File: src/rtl/vend_pkg.sv
// Shared definitions for the vending transaction controller.
//   CENTS_W             : width of every money quantity (cents, unsigned)
//   NICKEL/DIME/QUARTER : coin values in cents
//   state_t             : controller state encoding
//   coin_value()        : total cents of a {quarter,dime,nickel} pulse vector
//   coin_count()        : number of pulses set in a {quarter,dime,nickel} vector
package vend_pkg;

  localparam int CENTS_W = 10;

  localparam logic [CENTS_W-1:0] NICKEL  = 10'd5;
  localparam logic [CENTS_W-1:0] DIME    = 10'd10;
  localparam logic [CENTS_W-1:0] QUARTER = 10'd25;

  typedef enum logic [2:0] {
    ST_IDLE   = 3'd0,
    ST_CREDIT = 3'd1,
    ST_VEND   = 3'd2,
    ST_CHANGE = 3'd3,
    ST_FAULT  = 3'd4
  } state_t;

  // c = {quarter, dime, nickel}; simultaneous pulses are summed.
  function automatic logic [CENTS_W-1:0] coin_value(input logic [2:0] c);
    logic [CENTS_W-1:0] v;
    v = '0;
    if (c[0]) v = v + NICKEL;
    if (c[1]) v = v + DIME;
    if (c[2]) v = v + QUARTER;
    return v;
  endfunction

  function automatic logic [1:0] coin_count(input logic [2:0] c);
    return {1'b0, c[0]} + {1'b0, c[1]} + {1'b0, c[2]};
  endfunction

endpackage

File: src/rtl/vend_ctrl_if.sv
// Signal bundle between the controller, the coin-acceptor front end and the
// coin dispenser.
//   coin_n/coin_d/coin_q          : accepted-coin pulses from the acceptor
//   vend_req/cancel               : user requests
//   outquarter/outdime/outnickel  : coin-ejected pulses from the dispenser
//   change                        : cents still owed, to the dispenser
//   credit                        : current credit in cents
//   item_out/coin_reject          : one-cycle status pulses
//   busy/fault                    : transaction busy, sticky dispenser fault
// slave  : controller side
// master : environment side (acceptor, dispenser, user panel)
interface vend_ctrl_if;
  import vend_pkg::*;

  logic               coin_n;
  logic               coin_d;
  logic               coin_q;
  logic               vend_req;
  logic               cancel;
  logic               outquarter;
  logic               outdime;
  logic               outnickel;
  logic [CENTS_W-1:0] change;
  logic [CENTS_W-1:0] credit;
  logic               item_out;
  logic               coin_reject;
  logic               busy;
  logic               fault;

  modport slave (
    input  coin_n, coin_d, coin_q, vend_req, cancel,
    input  outquarter, outdime, outnickel,
    output change, credit, item_out, coin_reject, busy, fault
  );

  modport master (
    output coin_n, coin_d, coin_q, vend_req, cancel,
    output outquarter, outdime, outnickel,
    input  change, credit, item_out, coin_reject, busy, fault
  );

endinterface

File: src/rtl/vend_ctrl_change_tracker.sv
// Remaining-change bookkeeping for the payout phase.
//   clk, rst_n        : clock, asynchronous active-low reset
//   load_i/load_val_i : load the amount owed (entry to payout)
//   active_i          : controller is in the payout state
//   out*_i            : dispenser coin-ejected pulses
//   remain_o          : registered amount still owed
//   done_o            : this cycle's pulses pay off the remainder exactly
//   err_o             : pulse sum exceeds remainder, or dispenser went silent
//                       for TIMEOUT consecutive cycles
// done_o/err_o are combinational so the controller changes state on the same
// edge that the remainder is updated.
module change_tracker
  import vend_pkg::*;
#(
  parameter int TIMEOUT = 64
) (
  input  logic               clk,
  input  logic               rst_n,
  input  logic               load_i,
  input  logic [CENTS_W-1:0] load_val_i,
  input  logic               active_i,
  input  logic               outquarter_i,
  input  logic               outdime_i,
  input  logic               outnickel_i,
  output logic [CENTS_W-1:0] remain_o,
  output logic               done_o,
  output logic               err_o
);

  localparam int TMO_W = $clog2(TIMEOUT + 1);
  localparam logic [TMO_W-1:0] TMO_LAST = TMO_W'(TIMEOUT - 1);

  logic [CENTS_W-1:0] remain_q, remain_d;
  logic [TMO_W-1:0]   tmo_q, tmo_d;
  logic [CENTS_W-1:0] pulse_sum;
  logic               any_pulse;
  logic               underflow;
  logic               timeout;

  assign pulse_sum = coin_value({outquarter_i, outdime_i, outnickel_i});
  assign any_pulse = outquarter_i | outdime_i | outnickel_i;
  assign underflow = active_i && any_pulse && (pulse_sum > remain_q);
  // Silent cycle number TIMEOUT is the one that trips the fault.
  assign timeout   = active_i && !any_pulse && (tmo_q == TMO_LAST);
  assign err_o     = underflow | timeout;
  assign done_o    = active_i && any_pulse && !underflow && (pulse_sum == remain_q);
  assign remain_o  = remain_q;

  always_comb begin
    remain_d = remain_q;
    tmo_d    = tmo_q;
    if (load_i) begin
      remain_d = load_val_i;
      tmo_d    = '0;
    end else if (active_i) begin
      if (err_o) begin
        // Never let a faulted payout leave a wrapped or stale amount owed.
        remain_d = '0;
        tmo_d    = '0;
      end else if (any_pulse) begin
        remain_d = remain_q - pulse_sum;
        tmo_d    = '0;
      end else begin
        tmo_d    = tmo_q + 1'b1;
      end
    end
  end

  always_ff @(posedge clk or negedge rst_n) begin
    if (!rst_n) begin
      remain_q <= '0;
      tmo_q    <= '0;
    end else begin
      remain_q <= remain_d;
      tmo_q    <= tmo_d;
    end
  end

endmodule

File: src/rtl/vend_ctrl.sv
// Vending transaction controller: accumulates coin credit, releases the item
// when credit covers PRICE, then drives the dispenser until the change owed
// is paid out.
//   clk : system clock, rising edge
//   rst : asynchronous active-low reset
//   bus : vend_ctrl_if.slave (coins, requests, dispenser pulses, status)
module vend_ctrl
  import vend_pkg::*;
#(
  parameter int PRICE      = 65,
  parameter int MAX_CREDIT = 995,
  parameter int TIMEOUT    = 64
) (
  input logic        clk,
  input logic        rst,
  vend_ctrl_if.slave bus
);

  localparam logic [CENTS_W-1:0] PRICE_C = CENTS_W'(PRICE);
  localparam logic [CENTS_W:0]   MAX_C   = (CENTS_W + 1)'(MAX_CREDIT);

  state_t             state_q;
  logic [CENTS_W-1:0] credit_q;
  logic               item_out_q;
  logic               coin_reject_q;
  logic               busy_q;
  logic               fault_q;

  logic [2:0]         coins;
  logic               any_coin;
  logic               coin_ok;
  logic [CENTS_W:0]   credit_sum;
  logic               req_cancel;
  logic               req_vend;
  logic [CENTS_W-1:0] vend_remain;

  logic               trk_load;
  logic [CENTS_W-1:0] trk_load_val;
  logic [CENTS_W-1:0] trk_remain;
  logic               trk_done;
  logic               trk_err;

  assign coins      = {bus.coin_q, bus.coin_d, bus.coin_n};
  assign any_coin   = |coins;
  // One extra bit so a sum past the ceiling cannot wrap below it.
  assign credit_sum = {1'b0, credit_q} + {1'b0, coin_value(coins)};
  assign coin_ok    = any_coin && (coin_count(coins) == 2'd1) && (credit_sum <= MAX_C);

  // Requests only exist in CREDIT; cancel outranks vend.
  assign req_cancel  = (state_q == ST_CREDIT) && bus.cancel;
  assign req_vend    = (state_q == ST_CREDIT) && !bus.cancel && bus.vend_req &&
                       (credit_q >= PRICE_C);
  assign vend_remain = credit_q - PRICE_C;

  // Payout amount is loaded on the edge that enters CHANGE.
  assign trk_load     = req_cancel || (state_q == ST_VEND);
  assign trk_load_val = req_cancel ? credit_q : vend_remain;

  change_tracker #(
    .TIMEOUT (TIMEOUT)
  ) u_tracker (
    .clk          (clk),
    .rst_n        (rst),
    .load_i       (trk_load),
    .load_val_i   (trk_load_val),
    .active_i     (state_q == ST_CHANGE),
    .outquarter_i (bus.outquarter),
    .outdime_i    (bus.outdime),
    .outnickel_i  (bus.outnickel),
    .remain_o     (trk_remain),
    .done_o       (trk_done),
    .err_o        (trk_err)
  );

  always_ff @(posedge clk or negedge rst) begin
    if (!rst) begin
      state_q       <= ST_IDLE;
      credit_q      <= '0;
      item_out_q    <= 1'b0;
      coin_reject_q <= 1'b0;
      busy_q        <= 1'b0;
      fault_q       <= 1'b0;
    end else begin
      item_out_q    <= 1'b0;
      coin_reject_q <= 1'b0;
      unique case (state_q)
        ST_IDLE, ST_CREDIT: begin
          if (req_cancel) begin
            credit_q      <= '0;
            busy_q        <= 1'b1;
            coin_reject_q <= any_coin;
            state_q       <= ST_CHANGE;
          end else if (req_vend) begin
            busy_q        <= 1'b1;
            item_out_q    <= 1'b1;
            coin_reject_q <= any_coin;
            state_q       <= ST_VEND;
          end else if (coin_ok) begin
            credit_q      <= credit_sum[CENTS_W-1:0];
            state_q       <= ST_CREDIT;
          end else begin
            coin_reject_q <= any_coin;
          end
        end
        ST_VEND: begin
          credit_q      <= '0;
          coin_reject_q <= any_coin;
          if (vend_remain != '0) begin
            state_q <= ST_CHANGE;
          end else begin
            busy_q  <= 1'b0;
            state_q <= ST_IDLE;
          end
        end
        ST_CHANGE: begin
          coin_reject_q <= any_coin;
          if (trk_err) begin
            fault_q <= 1'b1;
            busy_q  <= 1'b0;
            state_q <= ST_FAULT;
          end else if (trk_done) begin
            busy_q  <= 1'b0;
            state_q <= ST_IDLE;
          end
        end
        ST_FAULT: begin
          coin_reject_q <= any_coin;
        end
        default: begin
          busy_q  <= 1'b0;
          state_q <= ST_IDLE;
        end
      endcase
    end
  end

  assign bus.change      = trk_remain;
  assign bus.credit      = credit_q;
  assign bus.item_out    = item_out_q;
  assign bus.coin_reject = coin_reject_q;
  assign bus.busy        = busy_q;
  assign bus.fault       = fault_q;

endmodule
File: src/flat_wrapper.sv
// flat-port wrapper written by rule: the top's interface ports become plain ports
module vend_ctrl_flat import vend_pkg::*;
#(
  parameter int PRICE      = 65,
  parameter int MAX_CREDIT = 995,
  parameter int TIMEOUT    = 64
)
  (clk, rst, bus_coin_n, bus_coin_d, bus_coin_q, bus_vend_req, bus_cancel, bus_outquarter, bus_outdime, bus_outnickel, bus_change, bus_credit, bus_item_out, bus_coin_reject, bus_busy, bus_fault);
  vend_ctrl_if bus_i ();
  input logic clk;
  input logic rst;
  input wire logic [$bits(bus_i.coin_n)-1:0] bus_coin_n;
  input wire logic [$bits(bus_i.coin_d)-1:0] bus_coin_d;
  input wire logic [$bits(bus_i.coin_q)-1:0] bus_coin_q;
  input wire logic [$bits(bus_i.vend_req)-1:0] bus_vend_req;
  input wire logic [$bits(bus_i.cancel)-1:0] bus_cancel;
  input wire logic [$bits(bus_i.outquarter)-1:0] bus_outquarter;
  input wire logic [$bits(bus_i.outdime)-1:0] bus_outdime;
  input wire logic [$bits(bus_i.outnickel)-1:0] bus_outnickel;
  output wire logic [$bits(bus_i.change)-1:0] bus_change;
  output wire logic [$bits(bus_i.credit)-1:0] bus_credit;
  output wire logic [$bits(bus_i.item_out)-1:0] bus_item_out;
  output wire logic [$bits(bus_i.coin_reject)-1:0] bus_coin_reject;
  output wire logic [$bits(bus_i.busy)-1:0] bus_busy;
  output wire logic [$bits(bus_i.fault)-1:0] bus_fault;
  assign bus_i.coin_n = bus_coin_n;
  assign bus_i.coin_d = bus_coin_d;
  assign bus_i.coin_q = bus_coin_q;
  assign bus_i.vend_req = bus_vend_req;
  assign bus_i.cancel = bus_cancel;
  assign bus_i.outquarter = bus_outquarter;
  assign bus_i.outdime = bus_outdime;
  assign bus_i.outnickel = bus_outnickel;
  assign bus_change = bus_i.change;
  assign bus_credit = bus_i.credit;
  assign bus_item_out = bus_i.item_out;
  assign bus_coin_reject = bus_i.coin_reject;
  assign bus_busy = bus_i.busy;
  assign bus_fault = bus_i.fault;
  vend_ctrl #(.PRICE(PRICE), .MAX_CREDIT(MAX_CREDIT), .TIMEOUT(TIMEOUT)) u_core (.clk(clk), .rst(rst), .bus(bus_i));
endmodule
File: config.mk
export PLATFORM = sky130hd
export DESIGN_NAME = vend_ctrl_flat
export DESIGN_NICKNAME = d
export VERILOG_FILES = /design/src/rtl/vend_pkg.sv /design/src/rtl/vend_ctrl_if.sv /design/src/rtl/vend_ctrl_change_tracker.sv /design/src/rtl/vend_ctrl.sv /design/src/flat_wrapper.sv
export SDC_FILE = /design/constraint.sdc
export NUM_CORES = 1
export LEC_CHECK = 0
export ABC_CLOCK_PERIOD_IN_PS = 3500
export CORE_AREA = 3 3 59 102
export CTS_BUF_LIST = sky130_fd_sc_hd__clkbuf_16
export CTS_CLUSTER_SIZE = 28
export DETAILED_ROUTE_END_ITERATION = 10
export DIE_AREA = 0 0 62 105
export PLACE_DENSITY = 0.84
export SLEW_MARGIN = 10
export SYNTH_ARGS = -nofsm -noshare
export SYNTH_HDL_FRONTEND = slang
export SYNTH_SLANG_ARGS = --single-unit
export TNS_END_PERCENT = 100
File: constraint.sdc
create_clock -name clk -period 3.5 [get_ports clk]
set_clock_uncertainty 0.15 [all_clocks]
set_input_delay 0.35 -clock clk [delete_from_list [all_inputs] [get_ports clk]]
set_output_delay 0.35 -clock clk [all_outputs]
set_load 0.02 [all_outputs]
==> flow_summary.json <==
{
  "status": "finished clean",
  "vias": 3076,
  "clock_sinks": 34,
  "finalCoreUtilization_pct": 71.7,
  "synth_seq_cells": 34,
  "antenna_found_initial": 0,
  "cts_buffers": 5,
  "reg2reg_to": "u_core.bus.credit[2]",
  "combinationalPowerShare_pct": 63.3,
  "cp_data_arrival_time_ps": 3400,
  "syn_inst": 378,
  "firstDrtPassIters": 4,
  "fmax_mhz": 297,
  "r2r_setup_slack_ps": 520,
  "mappedNetlistArea_um2": 2980,
  "async_reset_ff_share_pct": 100,
  "die-area_um2": 6510,
  "insertedDiodeCount": 0,
  "synth_edf_count": 0,
  "tightestPinTransition_ps": 860,
  "dpl.hpwl_um": 6340,
  "setup_viol": 0,
  "grt_pass1_vias": 3117,
  "mostFrequentLayoutCells": "55 x nand2_1, 34 x nor2_1, 34 x dfrtp_1",
  "cts_hold_buffers": 0,
  "gr-usage-all-layers_pct": 27.6,
  "endpoint": "u_core.bus.credit[1]",
  "clk_pin_slew_worst_paths_ps": 50,
  "wire_per_inst_um": 15.7,
  "crit_required_ps": 3540,
  "instances_no_fill": 513,
  "p_sw_w": 0.00136,
  "maxCapViolations": 0,
  "switching_share_pct": 46.7,
  "final-hold-violation-count": 0,
  "cp_max_fo": 8,
  "r2r_start": "u_core.bus.credit[1]",
  "drtIter0Drc": 137,
  "grt_pass1_wl_um": 13700,
  "die_h_um": 105,
  "ys.flop_type": "dfrtp_1",
  "syn_avg_cell_area_um2": 7.89,
  "avgViaCountPerCell": 6.00,
  "dieWidth_um": 62,
  "rows": 35,
  "grt-ovfl-total": 0,
  "final_common_cell": "nand2_1",
  "ys.warnings.count": 0,
  "finalMaxSlewViolations": 0,
  "startpoint": "bus_coin_d",
  "intPower_w": 0.00155,
  "grt_max_degree": 35,
  "worst_setup_path_start_kind": "primary input",
  "port_buffers": 33,
  "critical_path_class": "primary input to register",
  "yosysSeqAreaShare_pct": 28.5,
  "ioPinCount": 34,
  "powerDensity_nw_per_um2": 766,
  "clk_path_buf_depth": 2,
  "yosys.area.top_type": "dfrtp_1",
  "clkPwrFrac_pct": 14.1,
  "synth_top_area_share_pct": 28.5,
  "p_seq_share_pct": 22.5,
  "cp-end-kind": "register",
  "reg2reg_depth": 9,
  "dpl.cell_count": 505,
  "period_share_pct": 96.1,
  "cts-root-buf": "clkbuf_16",
  "leakage_nw": 1.72,
  "routabilityCongestion": 0.934,
  "holdWs_ps": 332,
  "coreArea_um2": 5300,
  "fin_crit_ps": 3360,
  "cpPeakStageDelay_ps": 490,
  "insertion_delay_ps": 280,
  "relSlewSlack_pct": 42.5,
  "routed_wl_um": 8040,
  "synth_nets": 414,
  "synth.area.top_cells": "dfrtp_1 29%, ha_1 9.6%, nand2_1 6.9%",
  "vdd_drop_max_mv": 0.446,
  "detail-route-antenna-nets": 0,
  "nNetsFinal": 474,
  "cts_tree": "done",
  "htree_levels": 2,
  "path_cells": "clkdlybuf4s50_1 > buf_4 > ha_1 > a21oi_2 > ha_1 > a21o_1 > a21o_1 > o21a_1 > or4_4 > a311oi_4 > buf_6 > nor2_4 > o31ai_2",
  "hold_path.class": "primary input to asynchronous set/reset pin",
  "drc": 0,
  "yosysUniqueCellTypes": 54,
  "initial_utilization_pct": 56.3,
  "crit_path_top_delay_cell": "or4_4",
  "drive_above_1_share_pct": 12.5,
  "area_delta_synth_final_pct": 27.3
}
## layout make-up
type / count / area [µm²]
clock buffers: 5 / 125
clock inverters: 3 / 12.5
fillers: 408 / 1500
inverters: 20 / 75.1
multi-input cells: 310 / 2050
flip-flops and latches: 34 / 851
well taps: 74 / 92.6
repair buffers: 67 / 592
## what timing repair did
item / 4_1_cts / 5_1_grt
gates resized for setup: 0 / 14
buffers inserted: 0 / 1
setup endpoints to repair: 0 / 11
## layer usage
metal,global-route usage (%),routed length (µm)
met5,0,0
met2,48.0,4440
met1,27.1,2810
met4,18.8,536
met3,5.07,254
## flip-flops by register name, summed over array words and instances (netlist names)
signal	flops
u_core.bus.busy	1
u_core.u_tracker.remain_o	10
u_core.bus.item_out	1
u_core.bus.coin_reject	1
u_core.u_tracker.tmo_q	7
u_core.state_q	3
u_core.bus.fault	1
u_core.bus.credit	10
## logic make-up after synthesis
family	share of synthesized area (%)
and+or+nand+nor	26.6
AOI/OAI and AO/OA	23.7
buffers and inverters	4.32
DFF	28.5
adders and majority gates	11.7
xor gates and xnor gates	3.82
muxes	1.34
## stage by stage
step                      cell area, µm²  setup TNS [ps]  power (W)  worst slack [ps]
after global routing                3800           -73.9    0.00317             -42.1
final                               3800               0    0.00291               137
after CTS                           3740               0    0.00287              33.9
after floorplan                     2980               0    0.00182               429
after detailed placement            3610           -2270    0.00244              -241
after global placement              3610           -1280    0.00239              -153
## power groups by stage
stage | Combinational, W | Sequential, W | Clock, W
CTS | 0.00180 | 0.000652 | 0.000417
floorplan | 0.00109 | 0.000737 | 0
detailed placement | 0.00178 | 0.000658 | 0
global route | 0.00206 | 0.000676 | 0.000438
finish | 0.00184 | 0.000655 | 0.000411
global placement | 0.00174 | 0.000652 | 0
## synthesized netlist by cell type, types with 2 or more instances
| cell | instances |
|---|---|
| nand2_1 | 55 |
| nor3_1 | 10 |
| o2111a_1 | 2 |
| or4_1 | 5 |
| and2_1 | 2 |
| o21a_1 | 4 |
| ha_1 | 23 |
| a221oi_1 | 3 |
| o2111ai_1 | 2 |
| and3_1 | 5 |
| a22oi_1 | 3 |
| nor4b_1 | 2 |
| a2bb2oi_1 | 4 |
| o31a_1 | 2 |
| nand2b_1 | 8 |
| o31ai_1 | 2 |
| xnor2_1 | 9 |
| nand3_1 | 13 |
| or4_4 | 2 |
| o21ai_0 | 27 |
| a21o_1 | 8 |
| nor3b_1 | 4 |
| a211oi_1 | 3 |
| inv_1 | 20 |
| o211ai_1 | 4 |
| mux2i_1 | 4 |
| nor2b_1 | 6 |
| nor4_1 | 3 |
| o21ai_1 | 6 |
| a21oi_1 | 26 |
| xor2_1 | 4 |
| nand3b_1 | 2 |
| clkbuf_1 | 13 |
| dfrtp_1 | 34 |
| o22ai_1 | 2 |
| or3_1 | 3 |
| nor2_1 | 34 |
| fa_1 | 3 |
## worst min-delay path by stage
stage / start / to / slack, ps / cells past startpoint
after floorplan: rst / u_core.bus.busy / -100 / 0
after global placement: u_core.bus.fault / u_core.bus.fault / 310 / 1
after detailed placement: u_core.u_tracker.tmo_q[6] / u_core.u_tracker.tmo_q[6] / 330 / 1
after CTS: u_core.u_tracker.tmo_q[6] / u_core.u_tracker.tmo_q[6] / 340 / 1
after global routing: u_core.u_tracker.tmo_q[6] / u_core.u_tracker.tmo_q[6] / 350 / 1
final: rst / u_core.bus.fault / 330 / 2
## critical path, delay by kind of cell
kind            cells  cell delay, ps
compound gates      6            1270
simple gates        2             560
buf+inv             3             760
fa+ha+maj           2             460
Power figures use the tool's default switching activity.
